<file path="config.mk">
export PLATFORM = sky130hd
export DESIGN_NAME = mem_port_arbiter
export DESIGN_NICKNAME = d
export VERILOG_FILES = /design/src/rtl/mem_port_arbiter_pkg.sv /design/src/rtl/mem_port_arbiter_arb_rr2.sv /design/src/rtl/mem_port_arbiter.sv
export SDC_FILE = /design/constraint.sdc
export NUM_CORES = 1
export LEC_CHECK = 0
export BUFFER_PORTS_ARGS = -buffer_cell sky130_fd_sc_hd__buf_2
export CAP_MARGIN = 30
export CORE_AREA = 2 2 192 194
export DETAILED_ROUTE_END_ITERATION = 16
export DIE_AREA = 0 0 194 196
export GPL_TIMING_DRIVEN = 0
export HOLD_SLACK_MARGIN = 0.15
export MAX_ROUTING_LAYER = met4
export PLACE_DENSITY = 0.49
export SLEW_MARGIN = 20
export SYNTH_ARGS = -nofsm -noshare
export SYNTH_HDL_FRONTEND = slang
export SYNTH_SLANG_ARGS = --single-unit
</file>
<file path="constraint.sdc">
create_clock -name clk -period 2.1 [get_ports clk]
set_input_delay 0 -clock clk [delete_from_list [all_inputs] [get_ports clk]]
set_output_delay 0 -clock clk [all_outputs]
set_load 0.01 [all_outputs]
</file>
<file path="src/rtl/mem_port_arbiter_pkg.sv">
// Shared definitions for the memory port arbiter slice.
//   state_t         : arbiter FSM encoding (also exported on dbg_state)
//   GNT_IF / GNT_D  : requester identifiers used for grants and last_grant
//   DEFAULT_N       : default data/address width
package mem_port_arbiter_pkg;

  localparam int DEFAULT_N = 64;

  typedef enum logic [1:0] {
    IDLE    = 2'd0,
    BUSY_IF = 2'd1,
    BUSY_D  = 2'd2
  } state_t;

  localparam logic GNT_IF = 1'b0;
  localparam logic GNT_D  = 1'b1;

endpackage

</file>
<file path="src/rtl/mem_port_arbiter_arb_rr2.sv">
// Two-input round-robin picker.
//   req[1:0]   : in  requests, indexed by grant id (bit GNT_IF, bit GNT_D)
//   last_grant : in  id granted most recently
//   gnt_valid  : out at least one request present
//   gnt_id     : out id to grant; on a tie, the one not granted last time
module arb_rr2
  import mem_port_arbiter_pkg::*;
(
  input  logic [1:0] req,
  input  logic       last_grant,
  output logic       gnt_valid,
  output logic       gnt_id
);

  always_comb begin
    gnt_valid = |req;
    gnt_id    = GNT_IF;
    if (req == 2'b11) begin
      gnt_id = ~last_grant;
    end else if (req[GNT_D]) begin
      gnt_id = GNT_D;
    end
  end

endmodule

</file>
<file path="src/rtl/mem_port_arbiter.sv">
// Shares one single-port memory between the instruction-fetch requester and
// the load/store requester, one transaction at a time, with a timeout watchdog.
//
// Ports:
//   clk, reset                       : clock, synchronous active-high reset
//   if_req/if_addr                   : fetch request (held until if_ack)
//   if_rdata/if_ack                  : fetched word, one-cycle completion pulse
//   d_req/d_we/d_addr/d_wdata        : load/store request (held until d_ack)
//   d_rdata/d_ack                    : load data, one-cycle completion pulse
//   err                              : qualifies the ack pulse; 1 = timed out
//   mem_req/mem_we/mem_addr/mem_wdata: memory strobe and command
//   mem_rdata/mem_ready              : memory response, sampled only while mem_req=1
//   dbg_state                        : current FSM state
//
// Handshake: a requester raises x_req with its command and keeps it high; the
// command is sampled only in the grant cycle; completion is the single-cycle
// x_ack, with err telling success (0) from timeout (1). The memory side sees
// mem_req held high with a stable command until one cycle with mem_ready=1.
//
// All outputs are registered. The cycle carrying an ack is a turnaround cycle
// in which no new grant is made, so a requester can react to its ack before
// being re-arbitrated; back-to-back accesses therefore take 3 cycles each.
module mem_port_arbiter
  import mem_port_arbiter_pkg::*;
#(
  parameter int N       = DEFAULT_N,
  parameter int TIMEOUT = 16
) (
  input  logic         clk,
  input  logic         reset,
  input  logic         if_req,
  input  logic [N-1:0] if_addr,
  output logic [31:0]  if_rdata,
  output logic         if_ack,
  input  logic         d_req,
  input  logic         d_we,
  input  logic [N-1:0] d_addr,
  input  logic [N-1:0] d_wdata,
  output logic [N-1:0] d_rdata,
  output logic         d_ack,
  output logic         err,
  output logic         mem_req,
  output logic         mem_we,
  output logic [N-1:0] mem_addr,
  output logic [N-1:0] mem_wdata,
  input  logic [N-1:0] mem_rdata,
  input  logic         mem_ready,
  output state_t       dbg_state
);

  localparam int            CW       = $clog2(TIMEOUT);
  localparam logic [CW-1:0] CNT_LAST = CW'(TIMEOUT - 1);

  state_t        state, state_nxt;
  logic          last_grant, last_grant_nxt;
  logic [CW-1:0] cnt, cnt_nxt;
  logic          mem_req_nxt, mem_we_nxt;
  logic [N-1:0]  mem_addr_nxt, mem_wdata_nxt, d_rdata_nxt;
  logic [31:0]   if_rdata_nxt;
  logic          if_ack_nxt, d_ack_nxt, err_nxt;
  logic          gnt_valid, gnt_id;
  logic          turnaround;

  assign turnaround = if_ack | d_ack;
  assign dbg_state  = state;

  arb_rr2 u_arb (
    .req        ({d_req, if_req}),
    .last_grant (last_grant),
    .gnt_valid  (gnt_valid),
    .gnt_id     (gnt_id)
  );

  always_comb begin
    state_nxt      = state;
    last_grant_nxt = last_grant;
    cnt_nxt        = cnt;
    mem_req_nxt    = mem_req;
    mem_we_nxt     = mem_we;
    mem_addr_nxt   = mem_addr;
    mem_wdata_nxt  = mem_wdata;
    if_rdata_nxt   = if_rdata;
    d_rdata_nxt    = d_rdata;
    if_ack_nxt     = 1'b0;
    d_ack_nxt      = 1'b0;
    err_nxt        = 1'b0;
    unique case (state)
      IDLE: begin
        if (gnt_valid && !turnaround) begin
          last_grant_nxt = gnt_id;
          cnt_nxt        = '0;
          mem_req_nxt    = 1'b1;
          if (gnt_id == GNT_D) begin
            state_nxt     = BUSY_D;
            mem_addr_nxt  = d_addr;
            mem_we_nxt    = d_we;
            mem_wdata_nxt = d_wdata;
          end else begin
            state_nxt     = BUSY_IF;
            mem_addr_nxt  = if_addr;
            mem_we_nxt    = 1'b0;
            mem_wdata_nxt = '0;
          end
        end
      end
      BUSY_IF, BUSY_D: begin
        // mem_ready is checked first so it wins over an expiring watchdog.
        if (mem_ready || cnt == CNT_LAST) begin
          state_nxt   = IDLE;
          mem_req_nxt = 1'b0;
          mem_we_nxt  = 1'b0;
          err_nxt     = ~mem_ready;
          if (state == BUSY_IF) begin
            if_ack_nxt = 1'b1;
            if (!mem_ready) begin
              if_rdata_nxt = '0;
            end else if (mem_addr[2]) begin
              if_rdata_nxt = mem_rdata[63:32];
            end else begin
              if_rdata_nxt = mem_rdata[31:0];
            end
          end else begin
            d_ack_nxt = 1'b1;
            if (!mem_ready) begin
              d_rdata_nxt = '0;
            end else if (!mem_we) begin
              d_rdata_nxt = mem_rdata;
            end
          end
        end else begin
          cnt_nxt = cnt + 1'b1;
        end
      end
      default: state_nxt = IDLE;
    endcase
  end

  always_ff @(posedge clk) begin
    if (reset) begin
      state      <= IDLE;
      last_grant <= GNT_D;
      cnt        <= '0;
      mem_req    <= 1'b0;
      mem_we     <= 1'b0;
      mem_addr   <= '0;
      mem_wdata  <= '0;
      if_rdata   <= '0;
      d_rdata    <= '0;
      if_ack     <= 1'b0;
      d_ack      <= 1'b0;
      err        <= 1'b0;
    end else begin
      state      <= state_nxt;
      last_grant <= last_grant_nxt;
      cnt        <= cnt_nxt;
      mem_req    <= mem_req_nxt;
      mem_we     <= mem_we_nxt;
      mem_addr   <= mem_addr_nxt;
      mem_wdata  <= mem_wdata_nxt;
      if_rdata   <= if_rdata_nxt;
      d_rdata    <= d_rdata_nxt;
      if_ack     <= if_ack_nxt;
      d_ack      <= d_ack_nxt;
      err        <= err_nxt;
    end
  end

endmodule

</file>
==> results by group, run 1 <==
Synthesis
  – Top_reg_cell synth: dfxtp_1
  – Synth cell types: 33
  – Post-synth top area cell: dfxtp_1
  – Cell Area, Synth: 9490 sq um
  – Post-synthesis sequential area ratio: 49.8%
  – Syn Inst Count: 1,106
  – Mean Syn Cell Area: 8.58 sq um
  – Main area contributors after synthesis: dfxtp_1, a21oi_1, nand3_1
  – Ys async rst share: 0%
  – Synth top cells by count: dfxtp_1, a21oi_1, nand2_1, nand3_1, nor2_1
  – Synth top area share: 49.8%
  – Synth warnings: 0
  – Count leader, synth: dfxtp_1
  – Syn_nets: 1,371
  – Yosys reg bits: 236
  – EDFF count, synth: 0

Setup path
  – Critical Path Start: last_grant$_SDFFE_PP1P_
  – Cell mode on critical path: buf_2
  – Critical-path cell list: a21boi_0 -> buf_2 -> buf_2 -> mux2i_1 -> dlygate4sd3_1 -> a211oi_1
  – FF-to-FF setup slack: 0.06 ns
  – Kind of start point of the critical path: register
  – Slowest cell on crit path: dlygate4sd3_1
  – CP arrival: 2.50 ns
  – Worst r2r src: last_grant$_SDFFE_PP1P_
  – Reg2Reg Depth: 6
  – Setup CP Type: register to register
  – WP data required: 2.56 ns
  – R2r endpoint: mem_addr[26]$_SDFFE_PP0P_
  – Worst-path maximum fanout: 10
  – Worst setup EP type: register
  – Max stage delay on crit path: 0.57 ns

Timing
  – Unrepaired setup endpoints after global routing: true
  – Fin Setup TNS: 0 ns
  – Minimum clock period: 2.04 ns
  – Crit share post-route: 97.0%
  – Fmax: 491 MHz
  – Worst hold slack: 0.246 ns
  – Setup violators final: 0
  – Pins Over Slew Limit: 0
  – Fin Clk Skew: 0.0169 ns
  – Slew HR: 43.8%
  – Slew @ Worst Pin: 0.843 ns
  – Hold Vio Cnt, Final: 0

Placed design
  – DP Cell Count: 2,065
  – DP Area: 12,500 sq um
  – Gpl congestion: 0.871
  – Post-DP HPWL: 32,200 um
  – Port-buffer cells: 490

Routing
  – Routed wire length: 43,800 um
  – DR DRC count: 0
  – Post-DRT Antenna Nets: 0
  – Initial drt markers: 422
  – Vias per cell: 4.65
  – Detailed-route via count: 11,100
  – WL/cell: 18.4 um
  – Drt first pass iters: 5

Worst hold path
  – Worst hold path type: primary input to register
  – Hold_sp: d_req
  – Min-Delay Path Depth: 5
  – WHS Endpoint: dbg_state[1]$_SDFFE_PP0P_

Clock tree
  – CTS tree: yes
  – H-tree depth: 1
  – Clk sinks: 236
  – Worst-path clk slew: 0.06 ns
  – Total CTS buffers: 28
  – Max clock buf depth: 3
  – Clk Latency, worst-skew pair: 0.55 ns
  – Clock Root Buffer: clkbuf_16

Layout
  – Final core occ: 44.7%
  – # diodes: 0
  – Area grow syn2layout: 70.1%
  – Final Cell Area: 16,100 sq um
  – Fraction of layout cells with a size suffix above 1: 32.6%
  – Finished Layout Cells: 2,382
  – Nets: 2,158
  – Filler instances: 3,599

Global routing
  – Antenna violations before repair: 0
  – Met2 usage: 40.0%
  – Total grt overflow: 0
  – M3 GR Usage: 3.52%
  – Gr usage total: 22.5%
  – Vias in the first global route: 11,300
  – Grt peak-use layer: met2
  – Grt met1 use: 25.8%
  – First-pass GRT wire length: 65,500 um
  – Pin count of the biggest net entering global routing: 15

Floorplanning
  – Die Wd: 194 um
  – Die H: 196 um
  – Core area: 36,100 sq um
  – Initial core utilization: 26.3%
  – Ports: 493
  – Row count: 70
  – Total die area: 38,000 sq um

Pwr
  – VDD IR-drop max: 0.000630 V
  – Pwr dens: 824 nW/um^2
  – LEAKAGE: 7.11 nW

Outcome
  – Run status: finished, final reports clean

Run
  – MaxCap Viol Count: 0
==> cell families (layout without fill, tap and decap cells) <==
kind of cell / count (synthesis) / after routing / share of synthesized area [%]
and+or+nand+nor: 414 / 414 / 19.1
adders and majority gates: 3 / 3 / 0.396
buffers and inverters: 111 / 919 / 4.99
muxes: 97 / 97 / 10.7
AOI/OAI and AO/OA: 245 / 245 / 15.0
DFF: 236 / 236 / 49.8
==> stage by stage <==
stage          setup WS (ns)  power, W
2_1_floorplan          0.361   0.00683
3_3_place_gp          -0.285   0.00817
5_1_grt              -0.0677    0.0139
3_5_place_dp          -0.345   0.00819
6_report              0.0621    0.0133
4_1_cts              0.00598    0.0134
==> worst max path at each step <==
stage                                endpoint  slack, ns
floorplan           if_rdata[10]$_SDFFE_PP0P_       0.36
global placement    if_rdata[26]$_SDFFE_PP0P_      -0.28
detailed placement  if_rdata[25]$_SDFFE_PP0P_      -0.35
CTS                 if_rdata[24]$_SDFFE_PP0P_      0.006
global route         mem_addr[6]$_SDFFE_PP0P_      -0.07
finish              mem_addr[26]$_SDFFE_PP0P_       0.06
==> per-layer routing <==
layer  up-vias  routed length (um)
met5         -                   0
met4         0                1550
met3        82                2230
met2       397               22000
met1      5149               18100
li1       5443                   -
==> state kept, by name (all words and copies together) (netlist names) <==
| name | count |
|---|---|
| mem_req | 1 |
| mem_addr | 64 |
| err | 1 |
| cnt | 4 |
| dbg_state | 2 |
| d_ack | 1 |
| if_ack | 1 |
| mem_wdata | 64 |
| d_rdata | 64 |
| last_grant | 1 |
| if_rdata | 32 |
| mem_we | 1 |
==> area by class of cell <==
class	instances	area (sq um)	area share, %
buffer	105	490	3.04
clock buffer	41	800	4.95
clock inverter	10	91.3	0.566
inverter	5	18.8	0.116
multi-input combinational	759	4310	26.7
sequential	236	4720	29.3
tap	468	586	3.63
timing repair buffer	758	5120	31.7
==> cells in the final DEF, fill, tap and decap left out, drive strengths merged, types with 3 or more instances in the layout <==
master / n
a211oi: 64
a21oi: 168
buf: 548
clkbuf: 95
clkinv: 7
dfxtp: 236
dlygate4sd3: 261
ha: 3
inv: 5
mux2: 32
mux2i: 65
nand2: 165
nand3: 164
nand3b: 3
nor2: 69
o21ai: 5
==> critical path: cells and delay by family (launching register included) <==
family | cells | cell delay [ns]
buf+inv | 3 | 1.13
compound gates | 2 | 0.37
flops | 1 | 0.31
mux | 1 | 0.12
==> power breakdown <==
group          internal (W)  leakage [nW]  switching [W]
Combinational       0.00148          4.75        0.00200
Clock               0.00275         0.435        0.00198
Sequential          0.00488          1.93       0.000204
Total               0.00911          7.11        0.00418
==> repair_timing <==
action,4_1_cts,5_1_grt
resized for setup,10,17
hold buffers,261,0
endpoints found under the hold margin,233,0
buffers inserted,5,1
setup endpoints to repair,55,184
pin swaps,2,0
Power figures use the tool's default switching activity.
==> run 2: changes to the inputs <==
- clock period: 2.1 -> 2.24 ns (I/O delays scaled with it)
==> results by group, run 2 (synthesized netlist as in run 1, its figures left out) <==
Routing
  – Drt first pass iters: 5 (unchanged)
  – Vias per cell: 4.65 (+0.10%)
  – Max Used Layer: met4
  – WL met1: 18,000 um (-0.50%)
  – Routed wire length: 43,600 um (-0.56%)
  – Met2 Wirelength: 22,100 um (+0.43%)
  – WL/cell: 18.3 um (-0.48%)
  – Post-DRT Antenna Nets: 0 (unchanged)
  – Met3 WL: 2240 um (+0.54%)
  – Initial drt markers: 420 (-0.47%)
  – DR DRC count: 0 (unchanged)
  – Detailed-route via count: 11,100 (+0.018%)

Clock tree
  – Total CTS buffers: 28 (unchanged)
  – Clk Latency, worst-skew pair: 0.55 ns (about the same)
  – H-tree depth: 1 (unchanged)
  – Worst-path clk slew: 0.06 ns (about the same)
  – Clk sinks: 236 (unchanged)
  – Clock Root Buffer: clkbuf_16
  – CTS tree: yes
  – Max clock buf depth: 3 (unchanged)

Floorplanning
  – Initial core utilization: 26.3% (unchanged)
  – Total die area: 38,000 sq um (unchanged)
  – Core area: 36,100 sq um (unchanged)
  – Row count: 70 (unchanged)
  – Die H: 196 um (unchanged)
  – Ports: 493 (unchanged)
  – Die Wd: 194 um (unchanged)

Setup path
  – Worst r2r src: dbg_state[0]$_SDFFE_PP0P_
  – CP arrival: 2.55 ns (+0.05 ns)
  – Worst setup EP type: register
  – R2r endpoint: if_rdata[25]$_SDFFE_PP0P_
  – Kind of start point of the critical path: register
  – Setup CP Type: register to register
  – WP data required: 2.71 ns (+0.15 ns)
  – Reg2Reg Depth: 7 (+1)
  – Worst-path maximum fanout: 10 (unchanged)
  – FF-to-FF setup slack: 0.15 ns (+0.09 ns)

Layout
  – Area grow syn2layout: 69.6%
  – # diodes: 0 (unchanged)
  – Nets: 2,156 (-0.093%)
  – Most common cell after layout, fill and taps aside: buf_2
  – Final core occ: 44.6% (-0.15 points)
  – Fraction of layout cells with a size suffix above 1: 32.3% (-0.33 points)
  – Most frequent cells in the layout: buf_2, dlygate4sd3_1, dfxtp_1
  – Biggest regs: d_rdata x64, mem_addr x64, mem_wdata x64

Outcome
  – Run status: finished, final reports clean

Timing
  – Setup violators final: 0 (unchanged)
  – Minimum clock period: 2.09 ns (+0.0516 ns)
  – Pins Over Slew Limit: 0 (unchanged)
  – Worst setup margin: 0.151 ns (+0.0884 ns)
  – Slew @ Worst Pin: 0.832 ns (-0.0107 ns)
  – Fmax: 479 MHz (-2.5%)
  – Crit share post-route: 93.3% (-3.8 points)
  – Slew HR: 44.5% (+0.72 points)
  – Fin Setup TNS: 0 ns (unchanged)
  – Hold Vio Cnt, Final: 0 (unchanged)
  – Fin Clk Skew: 0.0163 ns (-0.000536 ns)

Pwr
  – LEAKAGE: 7.08 nW (-0.41%)
  – Final Total Pwr: 0.0124 W (-6.4%)
  – Pwr dens: 773 nW/um^2 (-6.1%)
  – VDD IR-drop max: 0.000572 V (-9.2%)

Global routing
  – Vias in the first global route: 11,200 (-0.58%)
  – Pin count of the biggest net entering global routing: 15 (unchanged)
  – Total grt overflow: 0 (unchanged)
  – Gr usage total: 22.4% (-0.12 points)
  – First-pass GRT wire length: 65,200 um (-0.52%)
  – Antenna violations before repair: 0 (unchanged)

Worst hold path
  – Hold_sp: d_req
  – Worst hold path type: primary input to register
  – Min-Delay Path Depth: 5 (unchanged)
  – WHS Endpoint: dbg_state[1]$_SDFFE_PP0P_

Placed design
  – Pre-CTS setup slack: -0.205 ns (+0.140 ns)
  – Gpl congestion: 0.871 (unchanged)
  – Post-DP HPWL: 32,200 um (unchanged)
  – Port-buffer cells: 490 (unchanged)

Run
  – MaxCap Viol Count: 0 (unchanged)
[run 2: cell types whose count changed in the layout (fill, tap and decap cells not counted)]
cell	delta
buf_2	+4
buf_4	-7
buf_6	-1
buf_1	+2
ha_4	-1
clkbuf_2	-1
ha_1	+1
clkbuf_1	+2
clkbuf_4	-1
[run 2: area by class of cell]
| cell class | instances | area [sq um] |
|---|---|---|
| fill | 3605 | 20000 |
| multi-input combinational | 759 | 4290 |
| clock inverter | 10 | 91.3 |
| buffer | 106 | 472 |
| sequential | 236 | 4720 |
| timing repair buffer | 755 | 5100 |
| tap | 468 | 586 |
| inverter | 5 | 18.8 |
| clock buffer | 41 | 800 |
[run 2: routing by layer]
metal	track usage [%]	vias to the layer above
li1	-	5438
met1	25.7	5156
met2	40.2	403
met3	3.54	76
met4	6.17	0
met5	-	-
[run 2: worst max path at each step]
| stage | start | end | slack (ns) |
|---|---|---|---|
| after CTS | dbg_state[0]$_SDFFE_PP0P_ | if_rdata[8]$_SDFFE_PP0P_ | 0.04 |
| after global placement | dbg_state[0]$_SDFFE_PP0P_ | if_rdata[26]$_SDFFE_PP0P_ | -0.14 |
| after global routing | dbg_state[0]$_SDFFE_PP0P_ | d_rdata[0]$_SDFFE_PP0P_ | -0.01 |
| after floorplan | dbg_state[0]$_SDFFE_PP0P_ | if_rdata[10]$_SDFFE_PP0P_ | 0.50 |
| final | dbg_state[0]$_SDFFE_PP0P_ | if_rdata[25]$_SDFFE_PP0P_ | 0.15 |
| after detailed placement | dbg_state[0]$_SDFFE_PP0P_ | if_rdata[25]$_SDFFE_PP0P_ | -0.21 |
[run 2: stage by stage]
step	instance area, sq um	instances	hold slack (ns)
2_1_floorplan	9490	1106	0.143
4_1_cts	16100	2380	0.215
3_5_place_dp	12500	2065	0.262
3_3_place_gp	12500	2064	0.251
6_report	16100	2380	0.245
5_1_grt	16100	2380	0.239
[run 2: timing repair]
item,in CTS,in global routing
gates resized for setup,4,10
setup endpoints to repair,30,79
pin swaps,1,1
hold buffers,261,0
endpoints found under the hold margin,233,0
buffers inserted,3,0
[run 2: worst max-delay path, cell delays in order (launching register included)]
cell and delay, ns:
dfxtp_1 0.39, inv_1 0.06, ha_1 0.37, inv_1 0.12, nor3b_4 0.38, buf_2 0.32, nand3_1 0.16, a21oi_1 0.19
[run 2: report_power, final]
part | switching [W] | internal [W]
Sequential | 0.000192 | 0.00458
Combinational | 0.00186 | 0.00136
Clock | 0.00186 | 0.00258
